File: config.mk
export PLATFORM = sky130hd
export DESIGN_NAME = divide
export DESIGN_NICKNAME = d
export VERILOG_FILES = /design/src/rtl/div_pkg.sv /design/src/rtl/divide.sv
export SDC_FILE = /design/constraint.sdc
export NUM_CORES = 1
export LEC_CHECK = 0
export ABC_CLOCK_PERIOD_IN_PS = 8600
export CELL_PAD_IN_SITES_DETAIL_PLACEMENT = 0
export CELL_PAD_IN_SITES_GLOBAL_PLACEMENT = 2
export CORE_UTILIZATION = 35
export CTS_BUF_LIST = sky130_fd_sc_hd__clkbuf_4 sky130_fd_sc_hd__clkbuf_8
export DETAILED_ROUTE_END_ITERATION = 10
export PLACE_DENSITY = 0.83
export SLEW_MARGIN = 40
export SYNTH_ARGS = -nofsm -noshare
export SYNTH_HDL_FRONTEND = slang
export SYNTH_SLANG_ARGS = --single-unit
File: constraint.sdc
create_clock -name clk -period 8.6 [get_ports clk]
set_input_delay 1.29 -clock clk [delete_from_list [all_inputs] [get_ports clk]]
set_output_delay 1.29 -clock clk [all_outputs]
set_load 0.03 [all_outputs]
File: src/rtl/div_pkg.sv
// Shared constants and helpers for the iterative divider.
package div_pkg;

    localparam int WIDTH = 32;
    localparam int CNT_W = $clog2(WIDTH) + 1;
    localparam logic [WIDTH-1:0] DIV0_QUOT = '1;

    // Two's-complement negate when neg is set, pass-through otherwise.
    function automatic logic [WIDTH-1:0] abs_neg(input logic [WIDTH-1:0] x, input logic neg);
        return neg ? (~x + 1'b1) : x;
    endfunction

endpackage

File: src/rtl/divide.sv
// Restoring shift/subtract divider: one quotient bit per clock, signed or unsigned.
// Handshake: start is accepted only on an edge where ready=1; ready stays low for
// exactly WIDTH cycles, and quotient/remainder are final whenever ready=1.
module divide
    import div_pkg::*;
(
    input  logic             clk,
    input  logic             rst,
    input  logic             start,
    input  logic [WIDTH-1:0] dividend,
    input  logic [WIDTH-1:0] divisor,
    input  logic             sign,
    output logic             ready,
    output logic [WIDTH-1:0] quotient,
    output logic [WIDTH-1:0] remainder
);

    logic [CNT_W-1:0] count;
    logic [WIDTH-1:0] acc;
    logic [WIDTH-1:0] quo_sr;
    logic [WIDTH-1:0] dvsr;
    logic [WIDTH-1:0] dvnd_raw;
    logic             neg_q;
    logic             neg_r;
    logic             div0;

    logic [WIDTH:0]   trial;
    logic [WIDTH-1:0] acc_nx;
    logic [WIDTH-1:0] quo_nx;

    assign ready = (count == '0);

    // Partial remainder shifts in the next dividend bit; keep the difference if it fits.
    always_comb begin
        trial  = {acc, quo_sr[WIDTH-1]} - {1'b0, dvsr};
        acc_nx = {acc[WIDTH-2:0], quo_sr[WIDTH-1]};
        quo_nx = {quo_sr[WIDTH-2:0], 1'b0};
        if (!trial[WIDTH]) begin
            acc_nx = trial[WIDTH-1:0];
            quo_nx = {quo_sr[WIDTH-2:0], 1'b1};
        end
    end

    always_ff @(posedge clk or posedge rst) begin
        if (rst) begin
            count     <= '0;
            acc       <= '0;
            quo_sr    <= '0;
            dvsr      <= '0;
            dvnd_raw  <= '0;
            neg_q     <= 1'b0;
            neg_r     <= 1'b0;
            div0      <= 1'b0;
            quotient  <= '0;
            remainder <= '0;
        end else if (ready) begin
            if (start) begin
                count    <= CNT_W'(WIDTH);
                acc      <= '0;
                quo_sr   <= abs_neg(dividend, sign & dividend[WIDTH-1]);
                dvsr     <= abs_neg(divisor, sign & divisor[WIDTH-1]);
                dvnd_raw <= dividend;
                div0     <= (divisor == '0);
                neg_q    <= sign & (dividend[WIDTH-1] ^ divisor[WIDTH-1]);
                neg_r    <= sign & dividend[WIDTH-1];
            end
        end else begin
            count  <= count - CNT_W'(1);
            acc    <= acc_nx;
            quo_sr <= quo_nx;
            // Final step: apply sign fix-up, or the raw divide-by-zero result.
            if (count == CNT_W'(1)) begin
                if (div0) begin
                    quotient  <= DIV0_QUOT;
                    remainder <= dvnd_raw;
                end else begin
                    quotient  <= abs_neg(quo_nx, neg_q);
                    remainder <= abs_neg(acc_nx, neg_r);
                end
            end
        end
    end

endmodule

==> results of run 1 <==
[metal layers]
| metal | GRT usage (%) | part of all wire (%) | vias up | wire, µm |
|---|---|---|---|---|
| li1 | - | - | 6081 | - |
| met1 | 33.8 | 49 | 6013 | 22100 |
| met2 | 34.9 | 44 | 356 | 19800 |
| met3 | 3.88 | 5.9 | 43 | 2690 |
| met4 | 5.13 | 1.6 | 0 | 708 |
| met5 | 0 | 0 | - | 0 |
[synth_stat cells (all sizes together), types with 5 or more instances]
master / number
a211oi: 11
a21o: 11
a21oi: 134
a31oi: 18
and2: 13
and3: 6
buf: 17
clkbuf: 73
dfrtp: 201
ha: 39
inv: 52
mux2: 31
mux2i: 31
nand2: 216
nand2b: 8
nand3: 20
nand3b: 18
nand4: 17
nor2: 125
nor2b: 11
nor3: 29
nor4: 16
nor4b: 5
o211ai: 10
o21a: 18
o21ai: 205
o31ai: 28
o41ai: 19
or2: 6
or3: 32
or4: 14
xnor2: 49
xor2: 84
[stage by stage]
step | cells | setup WS (ns)
after floorplan | 1633 | 1.83
after detailed placement | 2200 | 2.28
after CTS | 2271 | 2.28
after global routing | 2272 | 1.79
final | 2272 | 2.15
after global placement | 2200 | 2.40
[placed cells by master, fill, tap and decap left out, types with 6 or more instances in the layout]
cell,netlist,layout
a211oi_1,11,10
a21o_1,11,11
a21oi_1,132,132
a31oi_1,18,18
and2_1,12,12
and3_1,6,6
buf_4,1,12
clkbuf_4,0,7
clkbuf_8,0,58
clkdlybuf4s50_1,0,131
dfrtp_1,201,200
ha_1,39,39
inv_1,51,50
mux2_2,30,30
mux2i_1,31,31
nand2_1,216,214
nand2b_1,8,8
nand3_1,20,20
nand3b_1,18,18
nand4_1,17,17
nor2_1,124,123
nor2b_1,11,11
nor3_1,28,28
nor4_1,16,16
o211ai_1,10,10
o21a_1,18,18
o21ai_0,200,200
o31ai_1,28,28
o41ai_1,19,19
or2_2,6,6
or3_1,32,32
or4_1,14,14
xnor2_1,49,49
xor2_1,84,84
[worst max-delay path by stage]
stage | from | end | slack [ns]
2_1_floorplan | rst | acc[0]$_DFFE_PP0P_ | 1.83
3_3_place_gp | quo_sr[31]$_DFFE_PP0P_ | remainder[26]$_DFFE_PP0P_ | 2.40
5_1_grt | quo_sr[31]$_DFFE_PP0P_ | remainder[20]$_DFFE_PP0P_ | 1.79
4_1_cts | quo_sr[31]$_DFFE_PP0P_ | remainder[20]$_DFFE_PP0P_ | 2.28
6_report | quo_sr[31]$_DFFE_PP0P_ | remainder[20]$_DFFE_PP0P_ | 2.15
3_5_place_dp | quo_sr[31]$_DFFE_PP0P_ | remainder[20]$_DFFE_PP0P_ | 2.28
[cell type report]
cell class / count / area [µm²]
clock buffer: 65 / 851
timing repair buffer: 147 / 1450
sequential: 201 / 5030
fill: 3876 / 21700
clock inverter: 6 / 37.5
inverter: 53 / 206
multi-input combinational: 1289 / 8060
tap: 511 / 639
[cell families (layout without fill, tap and decap cells)]
| family | Yosys count | count (layout) | share of synthesized area (%) |
|---|---|---|---|
| flops | 201 | 201 | 37.0 |
| xor+xnor | 133 | 133 | 8.57 |
| simple gates | 548 | 548 | 19.2 |
| mux | 62 | 62 | 4.88 |
| fa+ha+maj | 40 | 40 | 3.74 |
| buf+inv | 143 | 271 | 4.06 |
| compound gates | 506 | 506 | 22.6 |
[worst max-delay path: cells and delay by family (launching register included)]
kind | cells | cell delay (ns)
AO/OA/AOI/OAI | 8 | 2.37
AND/OR/NAND/NOR | 5 | 1.40
adder cells (fa/ha/maj) | 3 | 0.87
buffers and inverters | 3 | 0.61
multiplexers | 2 | 0.52
flip-flops | 1 | 0.39
XOR/XNOR | 1 | 0.16
[state kept, by name, summed over array words and instances (netlist names)]
signal,count
quotient,32
count,6
neg_r,1
acc,32
div0,1
dvsr,32
remainder,32
dvnd_raw,32
neg_q,1
quo_sr,32
==> metrics.yaml, run 1 <==
outcome:
  status: "complete, no violations"
grt:
  grt_pass1_vias: 11900
  grt_max_degree: 105
  grt_pass1_wl_um: 69600
  grt_util_all_layers_pct: 23.0
  antenna_found_initial: 0
  gr-total-overflow: 0
hold_path:
  whs_path_depth: 2
  min_path_type: "reg -> reg"
  holdPathEnd: "remainder[27]$_DFFE_PP0P_"
  hp-start: "remainder[27]$_DFFE_PP0P_"
worst_setup_path:
  worstPathArrival_ns: 6.88
  end_kind: "register"
  r2r-start: "quo_sr[31]$_DFFE_PP0P_"
  slowest_stage: "o41ai_1"
  reg2reg_to: "remainder[20]$_DFFE_PP0P_"
  critPathMaxStageDelay_ns: 0.68
  ff2ff_path_depth: 22
  critPathRequiredTime_ns: 9.03
  cp-start-kind: "register"
  crit_chain: "inv_1 -> ha_1 -> inv_1 -> fa_1 -> a211oi_1 -> o21a_1 -> a211o_1 -> a2111o_1 -> a21oi_4 -> nor2_4 -> buf_4 -> mux2i_1 -> ha_1 -> nand2_1 -> or2_2 -> nor4b_1 -> nand4_1 -> o41ai_1 -> a31oi_1 -> xnor2_1 -> mux2i_1 -> o21ai_1"
  r2r_slack_ns: 2.15
  path_max_fanout: 29
  worst-setup-path-type: "reg -> reg"
timing:
  slew_headroom_pct: 43.6
  fmax_mhz: 155
  setup_viol: 0
  slew_violations: 0
  worst_slew_pin_slew_ns: 0.839
  hold_slack_ns: 0.473
  fin_crit_ns: 6.45
  final_hold_viol_count: 0
  finalClockSkew_ns: 0.0299
  tns_ns: 0
  fin_crit_sh_pct: 75.0
  grt_setup_unrepaired: "no"
detailed_routing:
  wl_um: 45200
  avgRoutedWirePerCell_um: 19.9
  dr.pass1.iters: 5
  drtIter0Drc: 838
  routed_via_density: 5.50
  vias: 12500
  antenna_left: 0
  drc: 0
logic_synthesis:
  syn-num-nets: 1741
  ys_seq_elements: 201
  synth.distinct_cells: 83
  ys_seq_area_share_pct: 37.0
  synth_edf_count: 0
  synth-main-ff-cell: "dfrtp_1"
  yosysTopAreaCell: "dfrtp_1"
  avgSynthCellArea_um2: 8.32
  synthesis.area_mm2: 0.0136
  async_flop_share_pct: 100
  synth_cells: 1633
  yosys_warnings: 0
  yosys-top-cells-area: "dfrtp_1 37%, o21ai_0 7.4%, nand2_1 6.0%"
  netlist.area_leader.share_pct: 37.0
cells_and_area:
  finalNetCount: 1839
  finalInstanceArea_mm2: 0.0163
  antennaDiodeCount: 0
  final_util_pct: 42.9
  drive_above_1_share_pct: 8.40
  area_delta_synth_final_pct: 19.7
clock_network:
  clockRootBuffer: "clkbuf_8"
  cts_tree: "done"
  cts.sinks: 201
  clkTransAtPathRegs_ns: 0.06
  cts_resized: 0
  insertion_delay_ns: 0.57
  h-tree-depth: 2
  cts_setup_buffers: 0
  cts_buffers: 39
  clock_path_buffers: 3
  hold_buffers: 0
placed_design:
  place_congestion: 0.915
  portBuffers: 132
  hpwl_um: 34200
  dpl_cell_area_mm2: 0.0154
die:
  die_x_um: 199
  io_pins: 133
  dieArea_mm2: 0.0396
  initial_core_util_pct: 35.8
  core.rowCount: 71
  core_area_mm2: 0.0379
  die_height_um: 199
job:
  max_cap_viol_count: 0
Power of run 1 is not shown: default switching activity piles up to over one toggle a cycle in this logic, so the estimate is an artifact.
==> run 2, diff against run 1 <==
--- a/config.mk
+++ b/config.mk
@@ -5,13 +5,13 @@
 export SDC_FILE = /design/constraint.sdc
 export NUM_CORES = 1
 export LEC_CHECK = 0
-export ABC_CLOCK_PERIOD_IN_PS = 8600
+export ABC_CLOCK_PERIOD_IN_PS = 5330
 export CELL_PAD_IN_SITES_DETAIL_PLACEMENT = 0
 export CELL_PAD_IN_SITES_GLOBAL_PLACEMENT = 2
-export CORE_UTILIZATION = 35
+export CORE_UTILIZATION = 33
 export CTS_BUF_LIST = sky130_fd_sc_hd__clkbuf_4 sky130_fd_sc_hd__clkbuf_8
 export DETAILED_ROUTE_END_ITERATION = 10
-export PLACE_DENSITY = 0.83
+export PLACE_DENSITY = 0.82
 export SLEW_MARGIN = 40
 export SYNTH_ARGS = -nofsm -noshare
 export SYNTH_HDL_FRONTEND = slang
==> constraint.sdc (replaced) <==
create_clock -name clk -period 5.33 [get_ports clk]
set_input_delay 0.7995 -clock clk [delete_from_list [all_inputs] [get_ports clk]]
set_output_delay 0.7995 -clock clk [all_outputs]
set_load 0.03 [all_outputs]
==> run 2 against run 1 <==
  * Via count is 0.73% higher
  * Register-to-register slack worse by 1.9 ns
  * Global-route usage decreased by 0.38 points
  * Die area increased by 6.0%
  * Worst setup slack lost 1.9 ns
  * Sequential share of layout area down 0.41 points
==> metrics.yaml, run 2 (same netlist as run 1, synthesis figures left out) <==
timing:
  finalClockSkew_ns: 0.0381  # +0.00821 ns
  final_hold_viol_count: 0  # unchanged
  setup_viol: 0  # unchanged
  fin_crit_ns: 5.11  # -1.34 ns
  slew_headroom_pct: 42.3  # -1.2 points
  worst_slew_pin_slew_ns: 0.858  # +0.0184 ns
  slew_violations: 0  # unchanged
  fmax_mhz: 196  # +26%
  tns_ns: 0  # unchanged
  fin_crit_sh_pct: 95.8  # +21 points
cells_and_area:
  area_delta_synth_final_pct: 21.3
  final_common_cell: "nand2_1"
  multi_input_comb_area_mm2: 0.00810  # +0.42%
  drive_above_1_share_pct: 10.1  # +1.7 points
  layout_common_cells: "214 x nand2_1, 200 x o21ai_0, 200 x dfrtp_1, 131 x a21oi_1, 131 x clkdlybuf4s50_1"
  finalNetCount: 1868  # +1.6%
  final_util_pct: 41.0  # -1.9 points
  nFillCells: 4159  # +7.3%
  ff_latch_area_mm2: 0.00503  # unchanged
grt:
  grt_pass1_wl_um: 72500  # +4.1%
  gr-total-overflow: 0  # unchanged
  grt_pass1_vias: 12200  # +2.4%
  antenna_found_initial: 5  # +5
  grt_max_degree: 116  # +10%
  grt_util_all_layers_pct: 22.6  # -0.38 points
worst_setup_path:
  reg2reg_to: "remainder[26]$_DFFE_PP0P_"
  worst-setup-path-type: "reg -> reg"
  startpoint: "quo_sr[31]$_DFFE_PP0P_"
  worstPathArrival_ns: 5.60  # -1.28 ns
  path_max_fanout: 7  # -76%
  r2r-start: "quo_sr[31]$_DFFE_PP0P_"
  r2r_slack_ns: 0.22  # -1.93 ns
  cp-start-kind: "register"
  end_kind: "register"
  critPathRequiredTime_ns: 5.82  # -3.21 ns
  ff2ff_path_depth: 23  # +4.5%
clock_network:
  cts.sinks: 201  # unchanged
  cts_buffers: 38  # -2.6%
  cts_setup_buffers: 0  # unchanged
  clockRootBuffer: "clkbuf_8"
  cts_tree: "done"
  clkTransAtPathRegs_ns: 0.06  # about the same
  h-tree-depth: 2  # unchanged
  insertion_delay_ns: 0.61  # +0.04 ns
  hold_buffers: 0  # unchanged
  clock_path_buffers: 3  # unchanged
placed_design:
  portBuffers: 132  # unchanged
  hpwl_um: 35200  # +3.1%
  place_congestion: 0.912  # -0.32%
die:
  initial_core_util_pct: 33.8  # -2.0 points
  core.rowCount: 73  # +2.8%
  die_height_um: 205  # +3.0%
  core_area_mm2: 0.0402  # +5.9%
  dieArea_mm2: 0.0420  # +6.0%
  io_pins: 133  # unchanged
  die_x_um: 205  # +3.0%
outcome:
  status: "complete, no violations"
detailed_routing:
  drtIter0Drc: 845  # +0.84%
  antenna_left: 0  # unchanged
  wl_um: 46800  # +3.4%
  routed_via_density: 5.44  # -1.1%
  drc: 0  # unchanged
  vias: 12600  # +0.73%
  avgRoutedWirePerCell_um: 20.2  # +1.5%
  dr.pass1.iters: 5  # unchanged
hold_path:
  whs_path_depth: 2  # unchanged
  min_path_type: "reg -> reg"
  holdPathEnd: "remainder[25]$_DFFE_PP0P_"
  hp-start: "remainder[25]$_DFFE_PP0P_"
job:
  max_cap_viol_count: 0  # unchanged
run 2: cell types whose count changed in the layout (fill, tap and decap cells not counted), sizes merged, moves of 2 or more:
cell | previous run | this run
bufinv | 0 | 2
diode | 0 | 2
clkbuf | 65 | 60
buf | 16 | 46
clkinvlp | 0 | 2
inv | 54 | 52
run 2: critical path: stages, from the launching register on:
cell and delay (ns):
dfrtp_1 0.41, inv_1 0.08, ha_1 0.21, inv_1 0.09, fa_2 0.24, a211oi_2 0.08, o21a_1 0.24, a211o_4 0.39
a2111o_1 0.52, a21oi_4 0.22, nor2_4 0.08, inv_2 0.13, nor2_1 0.07, a21oi_2 0.13, ha_2 0.21, nand2_1 0.06
or2_2 0.32, nor4b_4 0.31, nand4_1 0.16, o21ba_2 0.28, nor3b_2 0.19, nor2_1 0.07, a31o_2 0.21, o41ai_1 0.32
run 2: worst max-delay path by stage:
stage                                            to
after floorplan           remainder[26]$_DFFE_PP0P_
after global placement    remainder[26]$_DFFE_PP0P_
after detailed placement  remainder[26]$_DFFE_PP0P_
after CTS                 remainder[26]$_DFFE_PP0P_
after global routing      remainder[26]$_DFFE_PP0P_
final                     remainder[26]$_DFFE_PP0P_
run 2: stage by stage:
stage / hold WS [ns] / worst slack, ns / cell area (µm²) / instances
2_1_floorplan: 0.449 / 0.00864 / 13600 / 1633
3_5_place_dp: 0.469 / 0.118 / 15600 / 2245
6_report: 0.476 / 0.222 / 16500 / 2314
5_1_grt: 0.504 / -0.0214 / 16500 / 2313
3_3_place_gp: 0.462 / 0.190 / 15600 / 2245
4_1_cts: 0.483 / 0.118 / 16400 / 2312
run 2: layout make-up:
class | instances | share of cell area [%]
Antenna cell | 2 | 0.0303
Sequential cell | 201 | 30.5
Timing Repair Buffer | 177 | 10.1
Clock buffer | 60 | 4.48
Clock inverter | 7 | 0.569
Inverter | 53 | 1.23
Multi-Input combinational cell | 1289 | 49.1
Tap cell | 525 | 3.98
run 2: metal layers:
| metal | share of wire, % | vias to the layer above | GRT usage (%) |
|---|---|---|---|
| met3 | 4.8 | 72 | 3.50 |
| met2 | 43 | 325 | 33.6 |
| met5 | 0 | - | 0 |
| met4 | 2.5 | 0 | 6.53 |
| li1 | - | 6124 | - |
| met1 | 50 | 6063 | 33.4 |
run 2: repair_timing:
item / 4_1_cts / 5_1_grt
resized for setup: 0 / 7
endpoints found under the hold margin: 0 / 0
endpoints found under the setup margin: 0 / 4
Power of run 2 is left out for the same reason.
==> run 3, diff against run 2 <==
--- a/config.mk
+++ b/config.mk
@@ -5,13 +5,14 @@
 export SDC_FILE = /design/constraint.sdc
 export NUM_CORES = 1
 export LEC_CHECK = 0
+export ABC_AREA = 1
 export ABC_CLOCK_PERIOD_IN_PS = 5330
 export CELL_PAD_IN_SITES_DETAIL_PLACEMENT = 0
 export CELL_PAD_IN_SITES_GLOBAL_PLACEMENT = 2
-export CORE_UTILIZATION = 33
+export CORE_UTILIZATION = 30
 export CTS_BUF_LIST = sky130_fd_sc_hd__clkbuf_4 sky130_fd_sc_hd__clkbuf_8
 export DETAILED_ROUTE_END_ITERATION = 10
-export PLACE_DENSITY = 0.82
+export PLACE_DENSITY = 0.8
 export SLEW_MARGIN = 40
 export SYNTH_ARGS = -nofsm -noshare
 export SYNTH_HDL_FRONTEND = slang
==> run 3 against run 2 <==
  * Non-clock buffer count fell by 30
  * Worst hold slack better by 0.0024 ns
  * Clock skew grew 0.0036 ns
  * Wire length increased by 19%
  * Critical path type unchanged
==> metrics.yaml, run 3 <==
grt:
  grt_max_degree: 72  # -38%
  antenna_found_initial: 4  # -1
  grt_util_all_layers_pct: 22.6  # about the same
  gr-total-overflow: 0  # unchanged
  grt_pass1_wl_um: 85200  # +18%
  grt_pass1_vias: 14200  # +17%
worst_setup_path:
  worst-setup-path-type: "reg -> reg"
  ff2ff_path_depth: 28  # +22%
  cp-start-kind: "register"
  r2r-start: "quo_sr[31]$_DFFE_PP0P_"
  path_max_fanout: 32  # +25
  cp_top_family: "simple AND/OR/NAND/NOR gates"
  worstPathArrival_ns: 5.04  # -0.56 ns
  slowest_stage: "fa_1"
  critPathRequiredTime_ns: 5.84  # +0.02 ns
  startpoint: "quo_sr[31]$_DFFE_PP0P_"
  end_kind: "register"
  worst-path-stages: 28  # +22%
  critPathMaxStageDelay_ns: 0.45  # -0.07 ns
  critPathBufInv: 6  # +3
  path_common_cell: "inv_1"
clock_network:
  hold_buffers: 0  # unchanged
  cts_tree: "done"
  clockRootBuffer: "clkbuf_8"
  cts_setup_buffers: 0  # unchanged
  clock_path_buffers: 3  # unchanged
  cts.sinks: 201  # unchanged
  insertion_delay_ns: 0.62  # about the same
  cts_buffers: 42  # +11%
  h-tree-depth: 2  # unchanged
  cts_resized: 0  # unchanged
  clkTransAtPathRegs_ns: 0.06  # about the same
die:
  core.rowCount: 80  # +9.6%
  die_height_um: 222  # +8.5%
  dieArea_mm2: 0.0495  # +18%
  die_x_um: 222  # +8.5%
  core_area_mm2: 0.0478  # +19%
  io_pins: 133  # unchanged
  initial_core_util_pct: 30.5  # -3.4 points
placed_design:
  portBuffers: 132  # unchanged
  hpwl_um: 42200  # +20%
  dpl_cell_area_mm2: 0.0165  # +5.5%
  place_congestion: 0.876  # -3.9%
power:
  p_leak_nw: 8.79
  power_density_mw_per_mm2: 813
  ir_worst_vdd_uv: 284
logic_synthesis:
  yosysTopAreaCell: "dfrtp_1"
  synth-main-ff-cell: "dfrtp_1"
  yosys_warnings: 0  # unchanged
  yosysMostFrequentCell: "nand2_1"
  yosys-top-cells-area: "dfrtp_1 35%, nand2_1 17%, inv_1 8.5%"
  ys_seq_area_share_pct: 34.5  # -2.5 points
  synthesis.area_mm2: 0.0146  # +7.2%
  async_flop_share_pct: 100  # unchanged
  netlist.area_leader.share_pct: 34.5  # -2.5 points
  ys_seq_elements: 201  # unchanged
  synthTopCellsByCount: "661 x nand2_1, 329 x inv_1, 201 x dfrtp_1"
  syn-num-nets: 2286  # +31%
  synth_edf_count: 0  # unchanged
  avgSynthCellArea_um2: 6.69  # -20%
  synth_cells: 2178  # +33%
  synth.distinct_cells: 57  # -31%
hold_path:
  min_path_type: "reg -> reg"
  whs_path_depth: 2  # unchanged
  hp-start: "remainder[13]$_DFFE_PP0P_"
cells_and_area:
  antennaDiodeCount: 0  # -2
  layout_common_cells: "661 x nand2_1, 325 x inv_1, 200 x dfrtp_1, 196 x nor2_1, 156 x nand3_1"
  area_delta_synth_final_pct: 19.3
  drive_above_1_share_pct: 7.81  # -2.3 points
  finalInstanceArea_mm2: 0.0174  # +5.4%
  finalNetCount: 2407  # +29%
  final_util_pct: 36.3  # -4.7 points
  final_common_cell: "nand2_1"
detailed_routing:
  routed_via_density: 4.97  # -8.6%
  drc: 0  # unchanged
  drtIter0Drc: 1176  # +39%
  avgRoutedWirePerCell_um: 18.8  # -6.8%
  antenna_left: 0  # unchanged
  dr.pass1.iters: 5  # unchanged
  vias: 14600  # +16%
  wl_um: 55500  # +19%
outcome:
  status: "complete, no violations"
timing:
  fin_crit_ns: 4.54  # -0.572 ns
  fin_crit_sh_pct: 85.1  # -11 points
  tns_ns: 0  # unchanged
  worst_slew_pin_slew_ns: 0.797  # -0.0605 ns
  fmax_mhz: 220  # +13%
  slew_violations: 0  # unchanged
  finalClockSkew_ns: 0.0417  # +0.00364 ns
  slew_headroom_pct: 46.4  # +4.1 points
  setup_viol: 0  # unchanged
  grt_setup_unrepaired: "no"
  final_hold_viol_count: 0  # unchanged
job:
  max_cap_viol_count: 0  # unchanged
## run 3: changes by cell type in the layout (fill, tap and decap cells not counted), moves of 54 or more
| cell | change |
|---|---|
| nand2_1 | +447 |
| inv_1 | +275 |
| nand3_1 | +136 |
| o21ai_0 | -91 |
| nor2_1 | +73 |
| a21oi_1 | -54 |
## run 3: worst min-delay path, delay by kind of cell (launching register included)
family,cells,cell delay [ns]
flops,1,0.34
simple gates,2,0.10
## run 3: logic make-up (layout without fill, tap and decap cells)
| family | count (synthesis) | count (layout) | synth area share (%) |
|---|---|---|---|
| XOR/XNOR | 61 | 61 | 3.67 |
| AO/OA/AOI/OAI | 309 | 309 | 12.6 |
| AND/OR/NAND/NOR | 1163 | 1163 | 34.8 |
| adder cells (fa/ha/maj) | 40 | 40 | 3.49 |
| buffers and inverters | 404 | 556 | 11.0 |
| flip-flops | 201 | 201 | 34.5 |
## run 3: cell type report
| class | instances | area [µm²] |
|---|---|---|
| repair buffers | 147 | 1440 |
| clock buffers | 65 | 832 |
| fillers | 5205 | 30500 |
| inverters | 334 | 1260 |
| multi-input cells | 1573 | 7960 |
| flip-flops and latches | 201 | 5030 |
| well taps | 615 | 769 |
| clock inverters | 10 | 90.1 |
## run 3: per-layer routing
| layer | share of wire [%] | global-route usage, % |
|---|---|---|
| met1 | 48 | 32.5 |
| met5 | 0.023 | 0 |
| met4 | 2.5 | 7.03 |
| met2 | 44 | 34.6 |
| met3 | 5.5 | 3.24 |
## run 3: path summary, 6_finish.rpt
path | to | slack, ns
min in group asynchronous | remainder[15]$_DFFE_PP0P_ | 0.61
max reg2reg | quotient[26]$_DFFE_PP0P_ | 0.79
max in group asynchronous | acc[0]$_DFFE_PP0P_ | 3.61
min | remainder[13]$_DFFE_PP0P_ | 0.48
max | quotient[26]$_DFFE_PP0P_ | 0.79
min reg2reg | remainder[13]$_DFFE_PP0P_ | 0.48
## run 3: per-stage QoR
step / hold slack (ns) / std cells / worst slack [ns] / power, mW
4_1_cts: 0.484 / 2945 / 0.827 / 14.2
6_report: 0.479 / 2945 / 0.794 / 14.1
2_1_floorplan: 0.448 / 2178 / 1.66 / 9.51
3_5_place_dp: 0.466 / 2870 / 0.803 / 12.3
5_1_grt: 0.499 / 2945 / 0.287 / 15.4
3_3_place_gp: 0.467 / 2870 / 0.840 / 12.3
## run 3: where the power goes
part	internal, mW	switching [mW]
Combinational	3.04	6.34
Sequential	2.30	0.634
Clock	1.05	0.775
Power figures use the tool's default switching activity.
